### src/rtl/if_fetch_seq.sv
// if_fetch_seq: fetch-stage sequencer. Owns the PC, issues req/ack fetches to
// imem, fills the IF/ID slot (plus a one-entry skid buffer for an ack that
// lands while the slot is stalled) and arbitrates redirect > stall > advance.
// Optional feature macro: IF_FETCH_TIMEOUT_EN (ack timeout with fetch_err pulse).
module if_fetch_seq #(
  parameter logic [31:0] RESET_PC       = 32'h0000_0000,
  parameter int          BOOT_DELAY     = 2,
  parameter int          TIMEOUT_CYCLES = 16
) (
  input  logic        clk,
  input  logic        rst_n,
  input  logic [31:0] npc_in,
  input  logic        redirect_valid,
  input  logic [31:0] redirect_target,
  input  logic        stall,
  input  logic        imem_ack,
  input  logic [31:0] imem_rdata,
  output logic [31:0] pc,
  output logic        imem_req,
  output logic [31:0] imem_addr,
  output logic        if_valid,
  output logic [31:0] if_inst,
  output logic [31:0] if_pc,
  output logic        flush
`ifdef IF_FETCH_TIMEOUT_EN
  ,output logic       fetch_err
`endif
);

  typedef enum logic [1:0] {S_BOOT, S_REQ, S_HOLD} state_t;

  // Reject out-of-range configurations at elaboration time.
  if (BOOT_DELAY < 1 || BOOT_DELAY > 15 || TIMEOUT_CYCLES < 1) begin : g_bad_param
    $error("if_fetch_seq: BOOT_DELAY must be 1..15 and TIMEOUT_CYCLES >= 1");
  end

  state_t      r_state, w_state_nxt;
  logic [3:0]  r_boot_cnt;
  logic [31:0] r_pc;
  logic        r_drop;       // outstanding request was overtaken by a redirect
  logic [31:0] r_daddr;      // address of that overtaken request
  logic        r_vld;
  logic [31:0] r_inst, r_ipc;
  logic        r_sk_vld;
  logic [31:0] r_sk_inst, r_sk_pc;
  logic        r_flush;
  logic        w_req, w_ack, w_take, w_consume, w_gap;

`ifdef IF_FETCH_TIMEOUT_EN
  logic [31:0] r_tcnt;
  logic        r_gap;        // one-cycle request gap after a timeout
  logic        r_ferr;
  logic        w_tout;
  assign w_gap     = r_gap;
  assign w_tout    = w_req && !imem_ack && (r_tcnt == 32'(TIMEOUT_CYCLES - 1));
  assign fetch_err = r_ferr;

  // Timeout counter: counts unacked request cycles, opens a one-cycle gap at the limit.
  always_ff @(posedge clk or negedge rst_n) begin
    if (!rst_n) begin
      r_tcnt <= '0;
      r_gap  <= 1'b0;
      r_ferr <= 1'b0;
    end else begin
      r_gap  <= w_tout;
      r_ferr <= w_tout;
      if (w_tout || w_ack || !w_req) r_tcnt <= '0;
      else                           r_tcnt <= r_tcnt + 32'd1;
    end
  end
`else
  assign w_gap = 1'b0;
`endif

  assign w_req     = (r_state == S_REQ) && !w_gap;
  assign w_ack     = w_req && imem_ack;
  assign w_take    = w_ack && !r_drop && !redirect_valid;
  assign w_consume = r_vld && !stall;

  assign pc        = r_pc;
  assign imem_req  = w_req;
  assign imem_addr = r_drop ? r_daddr : r_pc;
  assign if_valid  = r_vld;
  assign if_inst   = r_inst;
  assign if_pc     = r_ipc;
  assign flush     = r_flush;

  // State register.
  always_ff @(posedge clk or negedge rst_n) begin
    if (!rst_n) r_state <= S_BOOT;
    else        r_state <= w_state_nxt;
  end

  // Next-state: boot countdown, park in HOLD after an ack under stall, redirect wakes HOLD.
  always_comb begin
    w_state_nxt = r_state;
    unique case (r_state)
      S_BOOT: if (r_boot_cnt == 4'(BOOT_DELAY - 1)) w_state_nxt = S_REQ;
      S_REQ:  if (w_take && stall)                  w_state_nxt = S_HOLD;
      S_HOLD: if (redirect_valid || !stall)         w_state_nxt = S_REQ;
      default:                                      w_state_nxt = S_BOOT;
    endcase
  end

  // PC, drop tracking, boot counter and flush pulse.
  always_ff @(posedge clk or negedge rst_n) begin
    if (!rst_n) begin
      r_pc       <= RESET_PC;
      r_boot_cnt <= '0;
      r_drop     <= 1'b0;
      r_daddr    <= RESET_PC;
      r_flush    <= 1'b0;
    end else begin
      r_flush <= redirect_valid;
      if (r_state == S_BOOT) r_boot_cnt <= r_boot_cnt + 4'd1;
      if (redirect_valid)    r_pc <= redirect_target;
      else if (w_take)       r_pc <= npc_in;
      if (w_ack) begin
        r_drop <= 1'b0;
      end else if (redirect_valid && w_req) begin
        r_drop <= 1'b1;
        if (!r_drop) r_daddr <= r_pc;
      end
`ifdef IF_FETCH_TIMEOUT_EN
      if (w_tout) r_drop <= 1'b0;
`endif
    end
  end

  // IF/ID slot and skid buffer: redirect empties both; consumption refills from skid or ack.
  always_ff @(posedge clk or negedge rst_n) begin
    if (!rst_n) begin
      r_vld     <= 1'b0;
      r_inst    <= '0;
      r_ipc     <= '0;
      r_sk_vld  <= 1'b0;
      r_sk_inst <= '0;
      r_sk_pc   <= '0;
    end else if (redirect_valid) begin
      r_vld    <= 1'b0;
      r_sk_vld <= 1'b0;
    end else if (w_consume) begin
      if (r_sk_vld) begin
        r_inst   <= r_sk_inst;
        r_ipc    <= r_sk_pc;
        r_sk_vld <= 1'b0;
      end else if (w_take) begin
        r_inst <= imem_rdata;
        r_ipc  <= imem_addr;
      end else begin
        r_vld <= 1'b0;
      end
    end else if (w_take) begin
      if (r_vld) begin
        r_sk_inst <= imem_rdata;
        r_sk_pc   <= imem_addr;
        r_sk_vld  <= 1'b1;
      end else begin
        r_inst <= imem_rdata;
        r_ipc  <= imem_addr;
        r_vld  <= 1'b1;
      end
    end
  end

endmodule

### config.mk
export PLATFORM = sky130hd
export DESIGN_NAME = if_fetch_seq
export DESIGN_NICKNAME = d
export VERILOG_FILES = /design/src/rtl/if_fetch_seq.sv
export SDC_FILE = /design/constraint.sdc
export NUM_CORES = 1
export LEC_CHECK = 0
export BUFFER_PORTS_ARGS = -buffer_cell sky130_fd_sc_hd__buf_2
export CAP_MARGIN = 30
export CORE_ASPECT_RATIO = 1.4
export CORE_MARGIN = 3
export CORE_UTILIZATION = 53
export DETAILED_ROUTE_END_ITERATION = 6
export HOLD_SLACK_MARGIN = 0.03
export PLACE_DENSITY = 0.77
export SETUP_SLACK_MARGIN = 0.2
export SLEW_MARGIN = 30
export SYNTH_ARGS = -nofsm -noshare
export SYNTH_HDL_FRONTEND = slang
export SYNTH_SLANG_ARGS = --single-unit
### constraint.sdc
create_clock -name clk -period 2.3 [get_ports clk]
set_clock_uncertainty 0.1 [all_clocks]
set_input_delay 0.115 -clock clk [delete_from_list [all_inputs] [get_ports clk]]
set_output_delay 0.115 -clock clk [all_outputs]
set_load 0.005 [all_outputs]
==> results of run 1 <==
## area by class of cell
cell class	count	area share, %
well taps	199	2.06
clock buffers	28	4.73
multi-input cells	422	28.3
inverters	33	1.03
repair buffers	365	21.0
clock inverters	5	1.04
diodes	1	0.0207
flip-flops and latches	202	41.8
## per-stage QoR
stage,instances,cell area (um2),worst slack [ps]
3_3_place_gp,1115,10300,364
2_1_floorplan,720,8860,503
3_5_place_dp,1115,10300,311
5_1_grt,1254,12100,210
6_report,1255,12100,269
4_1_cts,1253,12100,284
## cells in the mapped netlist, types with 5 or more instances
library cell / n
inv_1: 33
o21ai_0: 34
clkbuf_1: 22
dfrtp_1: 202
a21oi_1: 38
o221a_2: 59
buf_1: 7
nand2_1: 33
mux2i_1: 64
or4_1: 32
mux2_2: 26
mux2_1: 38
nand4_1: 33
buf_2: 26
nor2_1: 35
o221a_1: 5
## worst reg2reg max path: stages, from the launching register on
cell,delay (ps)
dfrtp_2,440
buf_4,190
nand4bb_1,220
buf_6,230
or4_1,570
o221a_2,160
## kinds of logic after synthesis
group                    Yosys count  synth area share [%]
flip-flops                       202                  57.0
AO/OA/AOI/OAI                    139                  12.6
multiplexers                     128                  15.4
AND/OR/NAND/NOR                  150                  9.50
buffers and inverters             96                  4.94
XOR/XNOR                           3                 0.297
adder cells (fa/ha/maj)            2                 0.282
## power by group through the flow
stage | sequential, mW | clock, mW | combinational [mW]
after global routing | 5.82 | 3.70 | 5.14
after global placement | 5.65 | 0 | 4.24
after CTS | 5.64 | 3.55 | 4.63
after floorplan | 5.53 | 0 | 2.57
after detailed placement | 5.70 | 0 | 4.39
final | 5.68 | 3.51 | 4.67
## per-layer routing
layer	share of wire (%)	wire length, um	vias up
li1	-	-	3329
met1	38	9950	3648
met2	53	13600	302
met3	6.0	1550	69
met4	3.0	777	0
met5	0	0	-
## flip-flops by register name, indices dropped and copies added, names as in the netlist, 2 cells and up
name / cells
r_boot_cnt: 4
r_sk_inst: 32
if_inst: 32
if_pc: 32
pc: 32
r_state: 2
r_sk_pc: 32
r_daddr: 32
## worst paths after layout
path | from | endpoint | slack [ps] | cells after the start
setup / recovery | r_drop | if_inst[1] | 270 | 5
hold / removal | rst_n | r_sk_inst[25] | 130 | 2
setup reg to reg | r_drop | if_inst[1] | 270 | 5
hold reg to reg | r_boot_cnt[3] | r_boot_cnt[3] | 380 | 1
max in group asynchronous | rst_n | if_inst[8] | 1250 | 3
min in group clk | redirect_target[26] | pc[26] | 270 | 4
## repair_timing
item	CTS	global route
hold buffers	103	0
buffers inserted	2	0
endpoints found under the hold margin	179	0
setup endpoints to repair	21	3
gates resized for setup	4	2
==> summary.log, run 1 <==
INFO  outcome        status=finished clean
INFO  power_and_ir_drop report.power.total=13.9mW
INFO  detailed_routing num_vias=7348
INFO  sta            max_clock_freq=492MHz
INFO  detailed_routing wl_per_cell=20.6um
INFO  critical_path  critPathSlowestCell=or4_1
INFO  detailed_routing antenna_left=0
INFO  sta            worstMarginPinSlew=677ps
INFO  die            placement_rows=55
INFO  power_and_ir_drop pwr-share-seq=40.9%
INFO  critical_path  criticalPathCategory=flip-flop to flip-flop
INFO  place          place.port_buffers=231
INFO  critical_path  crit_path_end_kind=flip-flop
INFO  job            cap_viol_max_count=0
INFO  critical_path  max_stage_delay=550ps
INFO  die            die_y=159um
INFO  power_and_ir_drop switching_power=4.45mW
INFO  power_and_ir_drop portion_of_total_power_attributed_to_the_clock_network=25.3%
INFO  global_route   globalRouteMet2Util=49.1%
INFO  cells_and_area final_cell_mix=230 x buf_2, 201 x dfrtp_1, 103 x dlygate4sd3_1
INFO  critical_path  cp.required=2560ps
INFO  power_and_ir_drop power_leakage=5.75nW
INFO  clock_network  cts_root_buf=clkbuf_16
INFO  sta            slew_violations=0
INFO  cells_and_area num-nets-final=1147
INFO  clock_network  path_clk_slew=70ps
INFO  clock_network  htree_num_levels=1
INFO  clock_network  clock_tree_from_tritoncts=done
INFO  global_route   grt-busiest-layer=met2
INFO  yosys          yosys.area.top_type_share=57.0%
INFO  clock_network  clock_path_buffers=3
INFO  cells_and_area multi_input_combinational_cell_area=0.00342mm2
INFO  sta            report.final.setup_viol=0
INFO  yosys          synth_area_leaders=dfrtp_1 57%, o221a_2 7.5%, mux2i_1 7.2%
INFO  critical_path  critPathBufInv=2
INFO  cells_and_area synthToLayoutAreaGrowth=36.3%
INFO  sta            hold_slack=126ps
INFO  die            core_outline_area=0.0163mm2
INFO  die            die_width=115um
INFO  critical_path  crit_path_max_fanout=36
INFO  yosys          synth.avg_cell_area=12.3um2
INFO  sta            post_route_fraction_of_the_period_consumed_by_the_critical_path=88.3%
INFO  yosys          seq_area_frac_synth=57.0%
INFO  cells_and_area count_of_filler_cells_inserted_in_the_layout=1052
INFO  power_and_ir_drop sw_frac_of_total=32.1%
INFO  worst_hold_path min-delay-path-class=primary input to async pin
INFO  place          dp_hpwl=15400um
INFO  die            ioPinCount=232
INFO  power_and_ir_drop cellInternalPower=9.42mW
INFO  cells_and_area final_common_cell=buf_2
INFO  place          globalplace.congestion=0.782
INFO  global_route   grt_antenna_before_repair=0
INFO  cells_and_area postLayoutCoreUtil=74.1%
INFO  sta            rsz0062_at_grt=no
INFO  yosys          synth_enable_flop_cells=0
INFO  yosys          postSynthCellCount=720
INFO  sta            max-slew-margin-rel=54.9%
INFO  cells_and_area register_area=0.00506mm2
INFO  detailed_routing drt-vias-per-instance=5.85
INFO  critical_path  worst_path_dominant_cell_family=simple AND/OR/NAND/NOR gates
INFO  detailed_routing remaining_drc_errors=0
INFO  yosys          yosys.area.top_type=dfrtp_1
INFO  cells_and_area layout-drive-gt1-share=36.6%
INFO  power_and_ir_drop ir_drop=0.750mV
INFO  yosys          synth_area=0.00886mm2
INFO  global_route   use_met3=4.94%
INFO  yosys          synth_warnings=0
INFO  sta            finalHoldViolCount=0
INFO  die            die_area=0.0183mm2
INFO  global_route   maximum_number_of_pins_on_one_net_before_global_route_repair=79
INFO  global_route   grt-ovfl-total=0
INFO  global_route   grt_util_met1=34.4%
INFO  power_and_ir_drop comb_power_share=33.7%
INFO  critical_path  cp_data_arrival_time=2290ps
INFO  sta            period_minus_slack=2030ps
INFO  yosys          ys_dominant_reg_cell=dfrtp_1
INFO  die            start_util=54.3%
INFO  detailed_routing dr.pass1.iters=5
INFO  critical_path  crit_path_start_kind=flip-flop
INFO  yosys          post_synthesis_register_bit_count=202
INFO  yosys          synth_cell_type_count=35
INFO  yosys          synth_nets=823
INFO  global_route   grt_pass1_vias=7820
INFO  clock_network  cts-buffers-inserted=20
INFO  detailed_routing count_of_routing_violations_after_the_opening_detailed_route_iteration=580
INFO  detailed_routing finalWirelength=25900um
INFO  clock_network  worst_skew_pair.late_latency=500ps
INFO  sta            setup-tns-final=0ps
INFO  global_route   grt_pass1_wl=41600um
INFO  global_route   gr-usage-all-layers=28.0%
INFO  power_and_ir_drop power-per-cell-area=1150mW/mm2
INFO  critical_path  timing.critical_path.cells=buf_4 -> nand4bb_1 -> buf_6 -> or4_1 -> o221a_2
INFO  clock_network  cts.sink_count=202
INFO  yosys          ys_async_sr_fraction=100%
(Power assumes the default switching activity.)
==> run 2: changes to the inputs <==
MAX_ROUTING_LAYER = met4   (was default)
==> run 2 against run 1 <==
Net effect: clock power hardly changed; hold slack worse by 3.2 ps; via count is 0.20% lower; count of clock-buffer cells in the layout is the same; utilization about the same; critical path type unchanged.
==> summary.log, run 2 (synthesis results as in run 1) <==
INFO  outcome        status=finished clean [unchanged]
INFO  clock_network  cts_root_buf=clkbuf_16 [unchanged]
INFO  detailed_routing finalWirelength=25900um [about the same]
INFO  global_route   maximum_number_of_pins_on_one_net_before_global_route_repair=79 [unchanged]
INFO  global_route   grt_pass1_vias=7834 [was 7820]
INFO  sta            period_minus_slack=2030ps [about the same]
INFO  place          dp_hpwl=15400um [unchanged]
INFO  place          globalplace.congestion=0.793 [was 0.782]
INFO  worst_hold_path min-delay-path-class=primary input to async pin [unchanged]
INFO  clock_network  clock_path_buffers=3 [unchanged]
INFO  sta            finalHoldViolCount=0 [unchanged]
INFO  critical_path  crit_path_max_fanout=36 [unchanged]
INFO  die            placement_rows=55 [unchanged]
INFO  detailed_routing num_vias=7333 [was 7348]
INFO  cells_and_area register_area=0.00506mm2 [unchanged]
INFO  cells_and_area count_of_filler_cells_inserted_in_the_layout=1050 [was 1052]
INFO  detailed_routing remaining_drc_errors=0 [unchanged]
INFO  clock_network  worst_skew_pair.late_latency=500ps [about the same]
INFO  cells_and_area num-nets-final=1147 [unchanged]
INFO  die            die_width=115um [unchanged]
INFO  sta            slew_violations=0 [unchanged]
INFO  sta            rsz0062_at_grt=no [unchanged]
INFO  sta            worstMarginPinSlew=679ps [was 677 ps]
INFO  sta            hold_slack=123ps [was 126 ps]
INFO  place          dpl_worst_slack=311ps [unchanged]
INFO  global_route   grt_pass1_wl=41600um [about the same]
INFO  sta            setup-tns-final=0ps [unchanged]
INFO  job            cap_viol_max_count=0 [unchanged]
INFO  die            die_y=159um [unchanged]
INFO  critical_path  r2r_start=r_drop [unchanged]
INFO  clock_network  cts-buffers-inserted=20 [unchanged]
INFO  critical_path  crit_path_start=r_drop [unchanged]
INFO  global_route   grt_antenna_before_repair=0 [unchanged]
INFO  sta            post-route-worst-setup-slack=271ps [was 269 ps]
INFO  detailed_routing antenna_left=0 [unchanged]
INFO  cells_and_area multi_input_combinational_cell_area=0.00342mm2 [unchanged]
INFO  die            die_area=0.0183mm2 [unchanged]
INFO  place          place_inst=1115 [unchanged]
INFO  global_route   gr-usage-all-layers=28.8% [was 28.0%]
INFO  sta            post_route_fraction_of_the_period_consumed_by_the_critical_path=88.2% [was 88.3%]
INFO  global_route   grt-ovfl-total=0 [unchanged]
INFO  die            start_util=54.3% [unchanged]
INFO  place          place.port_buffers=231 [unchanged]
INFO  detailed_routing wl_per_cell=20.6um [about the same]
INFO  die            ioPinCount=232 [unchanged]
INFO  clock_network  cts.sink_count=202 [unchanged]
INFO  critical_path  criticalPathCategory=flip-flop to flip-flop [unchanged]
INFO  power_and_ir_drop power_leakage=5.75nW [about the same]
INFO  clock_network  clock_tree_from_tritoncts=done [unchanged]
INFO  critical_path  cp_data_arrival_time=2290ps [about the same]
INFO  detailed_routing dr.pass1.iters=5 [unchanged]
INFO  sta            report.final.setup_viol=0 [unchanged]
INFO  cells_and_area instances_no_fill=1255 [unchanged]
INFO  clock_network  htree_num_levels=1 [unchanged]
INFO  die            core_outline_area=0.0163mm2 [unchanged]
INFO  critical_path  cp.required=2560ps [about the same]
INFO  power_and_ir_drop report.power.total=13.9mW [about the same]
INFO  power_and_ir_drop power-per-cell-area=1150mW/mm2 [about the same]
INFO  power_and_ir_drop ir_drop=0.752mV [was 0.750 mV]
INFO  detailed_routing drt-vias-per-instance=5.84 [was 5.85]
INFO  cells_and_area final_cell_mix=230 x buf_2, 201 x dfrtp_1, 103 x dlygate4sd3_1 [unchanged]
INFO  cells_and_area layout-drive-gt1-share=36.6% [unchanged]
INFO  cells_and_area synthToLayoutAreaGrowth=36.4% [was 36.3%]
INFO  sta            max_clock_freq=493MHz [was 492 MHz]
INFO  sta            max-slew-margin-rel=54.7% [was 54.9%]
INFO  detailed_routing count_of_routing_violations_after_the_opening_detailed_route_iteration=616 [was 580]
INFO  critical_path  crit_path_end_kind=flip-flop [unchanged]
INFO  cells_and_area final_common_cell=buf_2 [unchanged]
INFO  clock_network  path_clk_slew=70ps [about the same]
INFO  critical_path  crit_path_start_kind=flip-flop [unchanged]
## run 2: worst max-delay path, stage by stage, from the launching register on
cell and delay, ps:
dfrtp_2 430, buf_4 190, nand4bb_1 210, buf_6 230
or4_1 550, o221a_2 160
## run 2: final timing paths
check / endpoint / slack [ps] / cells after the start
max reg2reg: if_inst[1] / 270 / 5
min reg2reg: r_boot_cnt[3] / 380 / 1
min in group clk: pc[26] / 270 / 4
max: if_inst[1] / 270 / 5
min: r_sk_inst[25] / 120 / 2
max in group asynchronous: if_inst[20] / 1250 / 3
## run 2: layout make-up
cell class	instances	share of cell area, %
diodes	1	0.0207
clock buffers	28	4.73
inverters	33	1.02
multi-input cells	422	28.3
repair buffers	365	21.0
flip-flops and latches	202	41.8
clock inverters	5	1.04
well taps	199	2.06
## run 2: where the power goes
group / total, mW / switching (mW) / internal [mW] / leakage (nW)
Sequential: 5.68 / 0.845 / 4.83 / 2.46
Combinational: 4.67 / 2.26 / 2.41 / 2.94
Clock: 3.52 / 1.34 / 2.17 / 0.340
Total: 13.9 / 4.45 / 9.42 / 5.75
## run 2: per-layer routing
| metal | global-route usage, % | part of all wire (%) | wire, um | up-vias |
|---|---|---|---|---|
| met5 | - | 0 | 0 | - |
| met4 | 9.66 | 3.0 | 788 | 0 |
| met3 | 4.37 | 5.6 | 1450 | 73 |
| met2 | 48.9 | 53 | 13600 | 284 |
| met1 | 35.0 | 39 | 10000 | 3652 |
| li1 | - | - | - | 3324 |
## run 2: through the flow
stage          utilization [%]  instance area, um2
2_1_floorplan                -                8860
3_3_place_gp              63.2               10300
3_5_place_dp              63.2               10300
4_1_cts                   73.9               12100
5_1_grt                   74.1               12100
6_report                  74.1               12100
## run 2: what timing repair did
action                     4_1_cts  5_1_grt
setup buffers                    2        0
hold endpoints to repair       179        0
resized for setup                4        2
setup endpoints to repair       21        4
hold buffers                   103        0
==> run 3: changes to the inputs <==
==> constraint.sdc (replaced) <==
create_clock -name clk -period 2.3 [get_ports clk]
set_clock_uncertainty 0.1 [all_clocks]
set_input_delay 0.345 -clock clk [delete_from_list [all_inputs] [get_ports clk]]
set_output_delay 0.345 -clock clk [all_outputs]
set_load 0.005 [all_outputs]
==> run 3 against run 2 <==
Net effect: maximum frequency is 7.5% lower; sequential power is 3% higher; clock power is 7.1% lower; count of clock-buffer cells in the layout is 3 higher; combinational power is 33% higher; first-iteration DRC count is 4.2% lower; global-route usage is 1.2 points lower; utilization is 2.6 points higher; non-clock buffer count is 4 higher; critical endpoint is now imem_addr[7]; largest cell class unchanged; highest routed layer unchanged.
==> summary.log, run 3 (synthesis results as in run 1) <==
INFO  cells_and_area layout-drive-gt1-share=44.4% [was 36.6%]
INFO  clock_network  clock_path_buffers=3 [unchanged]
INFO  cells_and_area diodes=0 [was 1]
INFO  global_route   gr-usage-all-layers=27.6% [was 28.8%]
INFO  critical_path  crit_path_end_kind=primary output [was flip-flop]
INFO  detailed_routing antenna_left=0 [unchanged]
INFO  critical_path  cp_data_arrival_time=1750ps [was 2290 ps]
INFO  power_and_ir_drop power_leakage=5.81nW [was 5.75 nW]
INFO  cells_and_area synthToLayoutAreaGrowth=41.2% [was 36.4%]
INFO  clock_network  htree_num_levels=1 [unchanged]
INFO  die            die_width=115um [unchanged]
INFO  cells_and_area postLayoutCoreUtil=76.7% [was 74.1%]
INFO  outcome        status=finished clean [unchanged]
INFO  detailed_routing dr.pass1.iters=4 [was 5]
INFO  sta            rsz0062_at_grt=yes [was no]
INFO  detailed_routing routed-wl-met2=13100um [was 13600 um]
INFO  clock_network  path_clk_slew=60ps [was 70 ps]
INFO  die            placement_rows=55 [unchanged]
INFO  global_route   grt_antenna_before_repair=0 [unchanged]
INFO  detailed_routing drt-vias-per-instance=5.83 [was 5.84]
INFO  cells_and_area num-nets-final=1151 [was 1147]
INFO  power_and_ir_drop report.power.total=15.3mW [was 13.9 mW]
INFO  critical_path  cp.required=1860ps [was 2560 ps]
INFO  power_and_ir_drop ir_drop=0.883mV [was 0.752 mV]
INFO  job            cap_viol_max_count=0 [unchanged]
INFO  place          dpl-instance-area=0.0103mm2 [about the same]
INFO  detailed_routing count_of_routing_violations_after_the_opening_detailed_route_iteration=590 [was 616]
INFO  clock_network  worst_skew_pair.late_latency=490ps [was 500 ps]
INFO  global_route   grt-ovfl-total=0 [unchanged]
INFO  power_and_ir_drop power-per-cell-area=1220mW/mm2 [was 1150 mW/mm2]
INFO  die            ioPinCount=232 [unchanged]
INFO  worst_hold_path min-delay-path-class=primary input to flip-flop [was primary input to async pin]
INFO  cells_and_area final_cell_mix=218 x buf_2, 201 x dfrtp_1, 70 x dlygate4sd3_1 [was 230 x buf_2, 201 x dfrtp_1, 103 x dlygate4sd3_1]
INFO  sta            period_minus_slack=2190ps [was 2030 ps]
INFO  sta            report.final.setup_viol=0 [unchanged]
INFO  clock_network  clock_tree_from_tritoncts=done [unchanged]
INFO  place          globalplace.congestion=0.780 [was 0.793]
INFO  critical_path  criticalPathCategory=flip-flop to primary output [was flip-flop to flip-flop]
INFO  die            die_area=0.0183mm2 [unchanged]
INFO  sta            post_route_fraction_of_the_period_consumed_by_the_critical_path=95.4% [was 88.2%]
INFO  die            die_y=159um [unchanged]
INFO  global_route   grt_pass1_wl=40000um [was 41600 um]
INFO  place          place.port_buffers=231 [unchanged]
INFO  detailed_routing uppermost_routed_layer=met4 [unchanged]
INFO  global_route   maximum_number_of_pins_on_one_net_before_global_route_repair=70 [was 79]
INFO  cells_and_area layout.cell_area.non_filler=0.0125mm2 [was 0.0121 mm2]
INFO  cells_and_area final_common_cell=buf_2 [unchanged]
INFO  critical_path  crit_path_max_fanout=8 [was 36]
INFO  sta            worstMarginPinSlew=604ps [was 679 ps]
INFO  detailed_routing num_vias=7335 [was 7333]
INFO  sta            slew_violations=0 [unchanged]
INFO  detailed_routing wl_met1=10200um [was 10000 um]
INFO  sta            finalHoldViolCount=0 [unchanged]
INFO  detailed_routing met3WireLength=1490um [was 1450 um]
INFO  clock_network  cts-buffers-inserted=20 [unchanged]
INFO  critical_path  crit_path_start_kind=flip-flop [unchanged]
INFO  detailed_routing wl_per_cell=20.2um [was 20.6 um]
INFO  die            core_outline_area=0.0163mm2 [unchanged]
INFO  place          dp_hpwl=15000um [was 15400 um]
INFO  global_route   grt_pass1_vias=7773 [was 7834]
INFO  clock_network  cts.sink_count=202 [unchanged]
INFO  sta            max_clock_freq=456MHz [was 493 MHz]
INFO  die            start_util=54.3% [unchanged]
INFO  sta            max-slew-margin-rel=59.8% [was 54.7%]
INFO  sta            setup-tns-final=0ps [unchanged]
INFO  detailed_routing finalWirelength=25500um [was 25900 um]
INFO  detailed_routing remaining_drc_errors=0 [unchanged]
INFO  clock_network  cts_root_buf=clkbuf_16 [unchanged]
run 3: cell count changes in the layout (fill, tap and decap cells not counted), moves of 17 or more:
cell and change:
inv_2 +17, mux2i_1 -28, mux2i_4 +26, dlygate4sd3_1 -33
buf_4 +32, inv_1 -18
run 3: per-layer routing:
layer	vias to the layer above	global-route usage, %
li1	3319	-
met1	3693	34.4
met2	273	45.6
met3	50	4.22
met4	0	9.98
met5	-	-
run 3: report_power, final:
group	leakage, nW	switching [mW]	total (mW)	internal [mW]
registers	2.46	1.01	5.84	4.83
logic	3.02	2.65	6.19	3.53
clock network	0.323	1.33	3.27	1.94
run 3: final timing paths:
check                           endpoint  slack [ps]           from  cells past startpoint
max                         imem_addr[7]         110         r_drop                      5
min                                pc[7]          50      npc_in[7]                      3
max reg2reg                        pc[2]         190         r_drop                      6
min reg2reg                r_boot_cnt[3]         390  r_boot_cnt[3]                      1
max in group asynchronous       if_pc[1]        1090          rst_n                      3
min in group asynchronous      if_pc[24]         350          rst_n                      2
run 3: repair_timing:
item | in CTS | in global routing
setup buffers | 21 | 15
hold buffers | 70 | 0
gates cloned | 4 | 0
setup endpoints to repair | 33 | 102
resized for setup | 64 | 32
endpoints found under the hold margin | 126 | 0
run 3: worst max-delay path: stages (launching register included):
cell and delay, ps:
dfrtp_2 390, buf_12 150, buf_16 170, mux2i_2 310, inv_1 110, buf_2 140
run 3: stage by stage:
stage	hold WS, ps	setup slack (ps)	cells
finish	49.8	107	1259
global route	53.2	48.3	1259
CTS	32.5	115	1244
floorplan	-50.6	503	720
detailed placement	312	355	1115
global placement	313	409	1115
run 3: area by class of cell:
type | instances | area [um2]
fillers | 964 | 3790
multi-input cells | 422 | 3750
repair buffers | 369 | 2680
flip-flops and latches | 202 | 5060
clock inverters | 3 | 43.8
clock buffers | 31 | 613
well taps | 199 | 249
inverters | 33 | 126
